[src/rtl/count_ext_pkg.sv]
// Shared types and constants for the ripple-count extender.
// Holds the snapshot FSM state type, the default widths and the total-width helper.
package count_ext_pkg;

    localparam int DEFAULT_N = 4;
    localparam int DEFAULT_W = 12;

    typedef enum logic {
        IDLE,
        HOLD
    } snap_state_t;

    function automatic int ext_width(input int n, input int w);
        return n + w;
    endfunction

endpackage

[src/rtl/count_extender_if.sv]
// Bus between the count extender and its environment.
// Carries the ripple count, control inputs, the extended count, its flags and the snapshot port.
interface count_extender_if
    import count_ext_pkg::*;
#(
    parameter int N = DEFAULT_N,
    parameter int W = DEFAULT_W
);
    localparam int T = ext_width(N, W);

    logic [N-1:0] count_in;
    logic         clr;
    logic [T-1:0] thresh;
    logic         snap_req;
    logic         rd_ready;
    logic [T-1:0] ext_count;
    logic         match;
    logic         wrap;
    logic         step_err;
    logic         ovf;
    logic         snap_valid;
    logic [T-1:0] snap_data;
    logic         snap_miss;

    modport master (
        output count_in, clr, thresh, snap_req, rd_ready,
        input  ext_count, match, wrap, step_err, ovf, snap_valid, snap_data, snap_miss
    );

    modport slave (
        input  count_in, clr, thresh, snap_req, rd_ready,
        output ext_count, match, wrap, step_err, ovf, snap_valid, snap_data, snap_miss
    );

endinterface

[src/rtl/count_sync_filter.sv]
// Double-samples the asynchronously settling ripple count and offers a value
// only after it has held for two consecutive clk samples and differs from lo.
module count_sync_filter #(
    parameter int N = 4
) (
    input  logic         clk,
    input  logic         rst,
    input  logic [N-1:0] count_in,
    input  logic [N-1:0] lo,
    output logic         accept,
    output logic [N-1:0] value
);

    logic [N-1:0] s1;
    logic [N-1:0] s2;

    always_ff @(posedge clk or posedge rst) begin
        if (rst) begin
            s1 <= '0;
            s2 <= '0;
        end else begin
            s1 <= count_in;
            s2 <= s1;
        end
    end

    // A glitch between the two samples shows up as s1 != s2 and is ignored.
    assign accept = (s1 == s2) && (s2 != lo);
    assign value  = s2;

endmodule

[src/rtl/count_extender.sv]
// Extends a filtered N-bit ripple count to N+W bits by counting wraps, flags
// threshold hits and step errors, and serves snapshots over a valid/ready port.
module count_extender
    import count_ext_pkg::*;
#(
    parameter int N = DEFAULT_N,
    parameter int W = DEFAULT_W
) (
    input  logic             clk,
    input  logic             rst,
    count_extender_if.slave  bus
);

    localparam int T = ext_width(N, W);

    logic [N-1:0] lo;
    logic [W-1:0] hi;
    logic [W-1:0] hi_next;
    logic [N-1:0] lo_inc;
    logic [N-1:0] value;
    logic         accept;
    logic         prime;
    logic         is_step;
    logic         is_wrap;
    logic         match_q;
    logic         wrap_q;
    logic         step_err_q;
    logic         ovf_q;
    logic [T-1:0] ext;

    snap_state_t  state_q;
    snap_state_t  state_d;
    logic         capture;
    logic         miss_set;
    logic [T-1:0] snap_data_q;
    logic         snap_miss_q;

    count_sync_filter #(.N(N)) u_filter (
        .clk      (clk),
        .rst      (rst),
        .count_in (bus.count_in),
        .lo       (lo),
        .accept   (accept),
        .value    (value)
    );

    assign ext     = {hi, lo};
    assign lo_inc  = lo + 1'b1;
    assign is_step = (value == lo_inc) && (value != '0);
    assign is_wrap = (value == '0) && (lo == '1);

    always_comb begin
        hi_next = hi;
        if (prime && is_wrap) begin
            hi_next = hi + 1'b1;
        end
    end

    // The first accept after reset or clr only primes lo; clr wins over a same-cycle accept.
    always_ff @(posedge clk or posedge rst) begin
        if (rst) begin
            lo         <= '0;
            hi         <= '0;
            prime      <= 1'b0;
            match_q    <= 1'b0;
            wrap_q     <= 1'b0;
            step_err_q <= 1'b0;
            ovf_q      <= 1'b0;
        end else begin
            match_q <= 1'b0;
            wrap_q  <= 1'b0;
            if (bus.clr) begin
                hi         <= '0;
                prime      <= 1'b0;
                step_err_q <= 1'b0;
                ovf_q      <= 1'b0;
            end else if (accept) begin
                lo      <= value;
                hi      <= hi_next;
                prime   <= 1'b1;
                match_q <= ({hi_next, value} == bus.thresh);
                if (prime) begin
                    if (is_wrap) begin
                        wrap_q <= 1'b1;
                        if (hi == '1) begin
                            ovf_q <= 1'b1;
                        end
                    end else if (!is_step) begin
                        step_err_q <= 1'b1;
                    end
                end
            end
        end
    end

    always_ff @(posedge clk or posedge rst) begin
        if (rst) begin
            state_q <= IDLE;
        end else begin
            state_q <= state_d;
        end
    end

    // Requests arriving while a snapshot is held are dropped, even alongside rd_ready.
    always_comb begin
        state_d  = state_q;
        capture  = 1'b0;
        miss_set = 1'b0;
        case (state_q)
            IDLE: begin
                if (bus.snap_req) begin
                    capture = 1'b1;
                    state_d = HOLD;
                end
            end
            HOLD: begin
                if (bus.snap_req) begin
                    miss_set = 1'b1;
                end
                if (bus.rd_ready) begin
                    state_d = IDLE;
                end
            end
            default: state_d = IDLE;
        endcase
    end

    always_ff @(posedge clk or posedge rst) begin
        if (rst) begin
            snap_data_q <= '0;
            snap_miss_q <= 1'b0;
        end else begin
            if (capture) begin
                snap_data_q <= ext;
            end
            if (bus.clr) begin
                snap_miss_q <= 1'b0;
            end else if (miss_set) begin
                snap_miss_q <= 1'b1;
            end
        end
    end

    assign bus.ext_count  = ext;
    assign bus.match      = match_q;
    assign bus.wrap       = wrap_q;
    assign bus.step_err   = step_err_q;
    assign bus.ovf        = ovf_q;
    assign bus.snap_valid = (state_q == HOLD);
    assign bus.snap_data  = snap_data_q;
    assign bus.snap_miss  = snap_miss_q;

endmodule

[src/flat_wrapper.sv]
// flat-port wrapper written by rule: the top's interface ports become plain ports
module count_extender_flat import count_ext_pkg::*;
#(
    parameter int N = DEFAULT_N,
    parameter int W = DEFAULT_W
)
  (clk, rst, bus_count_in, bus_clr, bus_thresh, bus_snap_req, bus_rd_ready, bus_ext_count, bus_match, bus_wrap, bus_step_err, bus_ovf, bus_snap_valid, bus_snap_data, bus_snap_miss);
  count_extender_if #(.N(N), .W(W)) bus_i ();
  input  logic clk;
  input  logic rst;
  input wire logic [$bits(bus_i.count_in)-1:0] bus_count_in;
  input wire logic [$bits(bus_i.clr)-1:0] bus_clr;
  input wire logic [$bits(bus_i.thresh)-1:0] bus_thresh;
  input wire logic [$bits(bus_i.snap_req)-1:0] bus_snap_req;
  input wire logic [$bits(bus_i.rd_ready)-1:0] bus_rd_ready;
  output wire logic [$bits(bus_i.ext_count)-1:0] bus_ext_count;
  output wire logic [$bits(bus_i.match)-1:0] bus_match;
  output wire logic [$bits(bus_i.wrap)-1:0] bus_wrap;
  output wire logic [$bits(bus_i.step_err)-1:0] bus_step_err;
  output wire logic [$bits(bus_i.ovf)-1:0] bus_ovf;
  output wire logic [$bits(bus_i.snap_valid)-1:0] bus_snap_valid;
  output wire logic [$bits(bus_i.snap_data)-1:0] bus_snap_data;
  output wire logic [$bits(bus_i.snap_miss)-1:0] bus_snap_miss;
  assign bus_i.count_in = bus_count_in;
  assign bus_i.clr = bus_clr;
  assign bus_i.thresh = bus_thresh;
  assign bus_i.snap_req = bus_snap_req;
  assign bus_i.rd_ready = bus_rd_ready;
  assign bus_ext_count = bus_i.ext_count;
  assign bus_match = bus_i.match;
  assign bus_wrap = bus_i.wrap;
  assign bus_step_err = bus_i.step_err;
  assign bus_ovf = bus_i.ovf;
  assign bus_snap_valid = bus_i.snap_valid;
  assign bus_snap_data = bus_i.snap_data;
  assign bus_snap_miss = bus_i.snap_miss;
  count_extender #(.N(N), .W(W)) u_core (.clk(clk), .rst(rst), .bus(bus_i));
endmodule
[config.mk]
export PLATFORM = sky130hd
export DESIGN_NAME = count_extender_flat
export DESIGN_NICKNAME = d
export VERILOG_FILES = /design/src/rtl/count_ext_pkg.sv /design/src/rtl/count_extender_if.sv /design/src/rtl/count_sync_filter.sv /design/src/rtl/count_extender.sv /design/src/flat_wrapper.sv
export SDC_FILE = /design/constraint.sdc
export NUM_CORES = 1
export LEC_CHECK = 0
export CAP_MARGIN = 0
export CELL_PAD_IN_SITES_DETAIL_PLACEMENT = 0
export CELL_PAD_IN_SITES_GLOBAL_PLACEMENT = 1
export CORE_MARGIN = 1
export CORE_UTILIZATION = 34
export CTS_CLUSTER_SIZE = 28
export DETAILED_ROUTE_END_ITERATION = 10
export PLACE_DENSITY_LB_ADDON = 0.1
export SLEW_MARGIN = 40
export SYNTH_ARGS = -nofsm -noshare
export SYNTH_HDL_FRONTEND = slang
export SYNTH_HIERARCHICAL = 1
export SYNTH_SLANG_ARGS = --single-unit
[constraint.sdc]
create_clock -name clk -period 2.4 [get_ports clk]
set_clock_uncertainty 0.2 [all_clocks]
set_input_delay 0.36 -clock clk [delete_from_list [all_inputs] [get_ports clk]]
set_output_delay 0.36 -clock clk [all_outputs]
set_load 0.01 [all_outputs]
==> impl_results.md, run 1 <==
- Post-synth EDFFs: 0
- Worst setup EP type: flip-flop
- Latest clock arrival within the worst-skew pair: 0.29 ns
- WP data required: between 2 and 2.5 ns
- Clk pwr share: 0.312
- Tot Pwr: 0.002180 W
- Pre-CTS setup slack: 0.03891 ns
- Total internal power: 0.001618 W
- Global-route wire length before repair: 9.666 mm
- Core Box Area: 0.007253 mm2
- Min Tclk post-route: 2.281 ns
- Async set-reset flop share out of synthesis: 1.000
- Slew HR: 0.7404
- Unrepaired setup endpoints after global routing: true
- Remaining global-route overflow: 0
- Clk slew on worst S/H paths: 0.09 ns
- Largest net degree at the start of global routing: 23
- CTS tree: yes
- Die W: 88.54 um
- GPL Wtd Cong: about 0.85
- Antenna cells: 0
- PortBufs: 62
- CP Launch Type: flip-flop
- CP Max Fanout: 4
- LEAKAGE: 1.521 nW
- Syn Area/Cell: 10.79 um2
- Hold crit path type: in -> async
- Sw frac: 0.2580
- Rows: 31
- Yosys top cell by area: dfrtp_1
- Cell Chain, Critical Path: buf_4, xnor2_1, a41oi_2, buf_4, inv_1, or4_4, nor2_4, xnor2_1, nor2_1
- IO Count: 63
- Fin. max-slew vios: 0
- Chip height: 88.54 um
- WP data arrival: 2.26 ns
- Router iterations before antenna repair: 6
- Worst path bufs/invs: 3
- Root Buffer Master: clkbuf_8
- Most frequent cells after synthesis: dfrtp_1 (47), nor2_1 (26), xnor2_1 (21), mux2_2 (19), xor2_1 (19)
- Most frequent cell after synthesis: dfrtp_1
- Seq/Total Area, Yosys: 0.4619
- Clock sinks: 47
- Reg-to-Reg Start: u_core/lo[0]
- Flop-to-flop setup slack: 0.12 ns
- CP Class: reg -> reg
- Power Dens Cells: roughly 600 mW/mm2
- Top_reg_cell synth: dfrtp_1
- Syn_nets: ~260
- Worst path slowest cell: or4_4
- Post-Syn Instances: 236
- Delay of the slowest critical-path stage: about 0.56 ns
- Initial antenna violation count: 0
- Final setup margin: 0.1186 ns
- Cell Area, Synth: ~0.0025 mm2
- Die Area: about 0.008 mm2
- VDD IR max: 0.4161 mV
- #FFs+latches synth: 47
- Clock buffer depth: 2
- DR iter-0 viols: 62
- Cell family with most CP delay: simple AND/OR/NAND/NOR gates
- Max-capacitance violation count: 0
- Peak Freq: 438.3 MHz
- Status: finished clean
- DRC errors left: 0
- Comb pwr share: 0.261
- Vias in the first global route: 1989
- P_sw: ~0.00056 W
- Total track usage: 0.1640
- R2r endpoint: u_core/hi[10]
- Vias: 1973
- Cts hold-fix bufs: 0
- TritonCTS buffer count: 5
- Synth top area cells: dfrtp_1 (46%), mux2_2 (8.4%), xnor2_1 (7.2%)
- Layout area overhead: 41.87%
- Routed length per placed instance: roughly 14 um
- Hold Vio Cnt, Final: 0
- Synth top area share: 0.4619
- Layout cell share with drive strength beyond 1: 0.2329
- Initial Util: 0.3510
- Final nets: 348
- R2r worst-path depth: 9
- Final setup viols: 0
- Via/cell ratio: 4.686
- Post-synth cell types: a little under 50
- Detail Route Antenna Nets: 0
- H-tree depth: 2
- Tightest Pin Transition: between 0.3 and 0.4 ns
- Final WL: 6.030 mm
- Yosys warning count: 6
- Hpwl dp: 4.583 mm
- Final period utilization: 0.9506
- Sequential power share: 0.427
-- power by group through the flow --
stage / combinational [W] / clock [W] / sequential [W]
after floorplan: 0.000221 / 0 / 0.000982
after global placement: 0.000539 / 0 / 0.000948
after detailed placement: 0.000538 / 0 / 0.000949
after CTS: 0.000542 / 0.000704 / 0.000935
after global routing: 0.000616 / 0.000738 / 0.000942
final: 0.000568 / 0.000680 / 0.000931
-- state kept, by name, indices dropped and copies added (netlist names) --
register / flops
u_core/u_filter/value: 4
u_core/lo: 4
u_core/bus.wrap: 1
u_core/bus.snap_valid: 1
u_core/prime: 1
u_core/bus.ovf: 1
u_core/bus.snap_data: 16
u_core/bus.step_err: 1
u_core/bus.match: 1
u_core/u_filter/s1: 4
u_core/bus.snap_miss: 1
u_core/hi: 12
-- metal layers --
metal,wire length [um],global-route usage,vias to the layer above
met1,2932,0.2216,932
met5,0,0,-
met3,175,0.02799,7
li1,-,-,994
met2,2841,0.2720,40
met4,80,0.04399,0
-- through the flow --
step / cell area, um2 / setup TNS (ns) / utilization / hold slack, ns / instances
2_1_floorplan: 2549 / 0 / - / -0.02434 / 236
3_3_place_gp: 3417 / 0 / 0.4711 / 0.1850 / 410
3_5_place_dp: 3417 / 0 / 0.4711 / 0.1864 / 410
4_1_cts: 3551 / 0 / 0.4896 / 0.1302 / 418
5_1_grt: 3612 / -0.01074 / 0.4980 / 0.1746 / 421
6_report: 3612 / 0 / 0.4980 / 0.1356 / 421
-- worst reg2reg max path: cells and delay by family (launching register included) --
family / cells / cell delay (ns)
flops: 1 / 0.43
buf+inv: 3 / 0.33
compound gates: 1 / 0.21
xor+xnor: 2 / 0.25
simple gates: 3 / 0.73
-- timing repair --
action / 4_1_cts / 5_1_grt
gates cloned: 0 / 0
endpoints found under the hold margin: 0 / 0
pin swaps: 0 / 2
endpoints found under the setup margin: 1 / 4
buffers inserted: 0 / 3
resized for setup: 1 / 8
-- cell usage in the layout, fill, tap and decap left out, types with 2 or more instances in the layout --
| master | synthesis | routed |
|---|---|---|
| nor2_1 | 26 | 26 |
| nand4_1 | 4 | 4 |
| mux2_2 | 19 | 19 |
| nand2_1 | 10 | 10 |
| nor2b_2 | 0 | 2 |
| dfrtp_1 | 47 | 45 |
| o21ai_0 | 5 | 5 |
| mux2i_1 | 3 | 3 |
| nand3_1 | 12 | 12 |
| inv_1 | 4 | 3 |
| a21oi_1 | 3 | 3 |
| nor3_1 | 6 | 5 |
| xor2_1 | 19 | 19 |
| a32oi_1 | 2 | 2 |
| bufinv_16 | 0 | 2 |
| ha_1 | 2 | 2 |
| clkdlybuf4s50_1 | 0 | 62 |
| xnor2_1 | 21 | 21 |
| nand2b_1 | 2 | 2 |
| dfrtp_2 | 0 | 2 |
| buf_4 | 0 | 31 |
| or3_1 | 4 | 4 |
| clkbuf_8 | 2 | 5 |
-- kinds of logic after synthesis --
logic type,count (synthesis),synth area share
xor+xnor,40,0.1376
compound gates,24,0.07175
flops,47,0.4619
buf+inv,19,0.04079
simple gates,82,0.1823
mux,22,0.09583
fa+ha+maj,2,0.009826
-- cell type report --
cell class                      count  area (um2)
Clock buffer                        6       72.57
Clock inverter                      2       60.06
Tap cell                           99       123.9
Inverter                            4       15.01
Fill cell                         696        3641
Timing Repair Buffer               93       853.3
Multi-Input combinational cell    170        1309
Sequential cell                    47        1179
-- how the worst max path moves through the flow --
| stage | depth (start not counted) | start | to |
|---|---|---|---|
| floorplan | 9 | u_core/u_filter/value[2] | u_core/hi[10] |
| global placement | 5 | u_core/u_filter/value[2] | u_core/bus.match |
| detailed placement | 9 | u_core/u_filter/value[3] | u_core/hi[10] |
| CTS | 9 | u_core/u_filter/value[3] | u_core/hi[10] |
| global route | 7 | u_core/u_filter/value[3] | u_core/bus.match |
| finish | 9 | u_core/lo[0] | u_core/hi[10] |
Power figures use the tool's default switching activity.
==> run 2, diff against run 1 <==
CAP_MARGIN = default   (was 0)
==> results of run 2 <==
The final DEF is identical to that of run 1; final timing and power are the same.
==> run 3, diff against run 2 <==
PLACE_DENSITY = 0.84   (was default)
PLACE_DENSITY_LB_ADDON = default   (was 0.1)
==> run 3 against run 2 <==
Compared with the run above:
- clock power down 29%
- first-iteration DRC count rose by 100%
- register-to-register slack worse by 0.05 ns
- sequential power grew 0.4%
- largest cell class unchanged
- largest power group unchanged
- sequential share of layout area is 0.47 points higher
- critical path depth decreased by 3
- routed wire length is essentially flat
- via count up 3.3%
- combinational power shrank 2%
==> impl_results.md, run 3 (synthesis results as in run 1) <==
- Status: finished clean
- Root Buffer Master: clkbuf_8
- Hpwl dp: 4.532 mm
- Comb pwr share: 0.281
- IO Count: 63
- Rows: 31
- Hold_ws: 0.1107 ns
- Tightest Pin Transition: approximately 0.36 ns
- Max-capacitance violation count: 0
- DR iter-0 viols: 125
- Antenna cells: 0
- Power Dens Cells: between 500 and 600 mW/mm2
- Gr busiest metal: met2
- Vias: 2038
- H-tree depth: 2
- Sw frac: 0.2934
- CP Class: reg -> reg
- WP data required: 2.40 ns
- Chip height: 88.54 um
- Peak Freq: 429.3 MHz
- CP Max Fanout: 8
- Tot Pwr: 0.001973 W
- Met3 Use GR: 0.03825
- Core Box Area: 0.007253 mm2
- PortBufs: 62
- Layout cell share with drive strength beyond 1: 0.2351
- Worst setup EP type: flip-flop
- Pre-CTS setup slack: -0.1215 ns
- LEAKAGE: about 1.5 nW
- Dpl cell area: roughly 0.0034 mm2
- Die Area: 0.007838 mm2
- GR Layer Usage met1: 0.2192
- Sequential power share: 0.474
- Fin. max-slew vios: 0
- Max FFs per register: 16
- Cts hold-fix bufs: 0
- Latest clock arrival within the worst-skew pair: 0.30 ns
- Clk slew on worst S/H paths: 0.09 ns
- Clk pwr share: 0.245
- Hold crit path type: in -> async
- Most common cell after layout, fill and taps aside: clkdlybuf4s50_1
- Router iterations before antenna repair: 4
- CTS tree: yes
- Min Tclk post-route: ~2.3 ns
- Unrepaired setup endpoints after global routing: true
- WP data arrival: 2.33 ns
- Setup crit start: u_core/u_filter/value[0]
- Clock sinks: 47
- Met2 Use GR: 0.2713
- Vias in the first global route: 1954
- Total internal power: approximately 0.0014 W
- Reg-to-Reg Start: u_core/u_filter/value[0]
- Final period utilization: 0.9705
- Remaining global-route overflow: 0
- Final instance area: 0.003565 mm2
- Initial antenna violation count: 0
- R2r worst-path depth: 6
- Final setup viols: 0
- Total track usage: 0.1674
- VDD IR max: around 0.53 mV
- Layout area overhead: 40.00%
- Largest net degree at the start of global routing: 28
- Initial Util: 0.3510
- Detail Route Antenna Nets: 0
- Die W: 88.54 um
- GPL Wtd Cong: 0.9043
- Slew HR: 0.7583
- TritonCTS buffer count: 5
- Hold Vio Cnt, Final: 0
- Via/cell ratio: 4.876
- Routed length per placed instance: 14.42 um
- Final core area utilization: 0.4915
- DRC errors left: 0
- Global-route wire length before repair: ~9.7 mm
- CP Launch Type: flip-flop
- P_sw: 0.0005789 W
- Final WL: 6.027 mm
- Final setup margin: 0.07089 ns
- Clock buffer depth: 2
- Most frequent cells in the layout: clkdlybuf4s50_1 (62), dfrtp_1 (44), buf_4 (28)
- Final nets: 345
## run 3: area by class of cell
class	instances	area (um2)
Clock buffer	5	68.82
Tap cell	99	123.9
Multi-Input combinational cell	170	1328
Sequential cell	47	1180
Timing Repair Buffer	90	830.8
Inverter	4	15.01
Fill cell	674	3689
Clock inverter	3	18.77
## run 3: critical path: stages, from the launching register on
cell	delay, ns
dfrtp_2	0.44
buf_4	0.16
and4b_4	0.37
and3_4	0.27
nand4b_4	0.11
or3_1	0.41
a311oi_2	0.27
## run 3: final timing paths
| path | slack, ns | endpoint |
|---|---|---|
| setup / recovery | 0.07 | u_core/bus.match |
| hold / removal | 0.11 | u_core/u_filter/s1[0] |
| setup reg to reg | 0.07 | u_core/bus.match |
| hold reg to reg | 0.20 | u_core/u_filter/value[2] |
| max in group asynchronous | 1.44 | u_core/lo[0] |
| min in group clk | 0.20 | u_core/u_filter/value[2] |
## run 3: what timing repair did
item                       4_1_cts  5_1_grt
pin swaps                        0        1
setup endpoints to repair        4        3
setup buffers                    2        3
gates resized for setup          4        9
## run 3: per-stage QoR
step / cells / TNS, ns
2_1_floorplan: 236 / 0
3_3_place_gp: 405 / 0
3_5_place_dp: 405 / -0.2393
4_1_cts: 415 / 0
5_1_grt: 418 / -0.01669
6_report: 418 / 0
## run 3: power groups by stage
stage | clock network, W | logic (W) | registers [W]
2_1_floorplan | 0 | 0.000221 | 0.000982
6_report | 0.000484 | 0.000555 | 0.000935
3_3_place_gp | 0 | 0.000531 | 0.000943
3_5_place_dp | 0 | 0.000539 | 0.000949
5_1_grt | 0.000537 | 0.000601 | 0.000944
4_1_cts | 0.000505 | 0.000552 | 0.000936
## run 3: per-layer routing
| metal | routed length (um) | vias up |
|---|---|---|
| met3 | 255 | 9 |
| met1 | 2798 | 986 |
| li1 | - | 989 |
| met5 | 0 | - |
| met2 | 2874 | 54 |
| met4 | 98 | 0 |
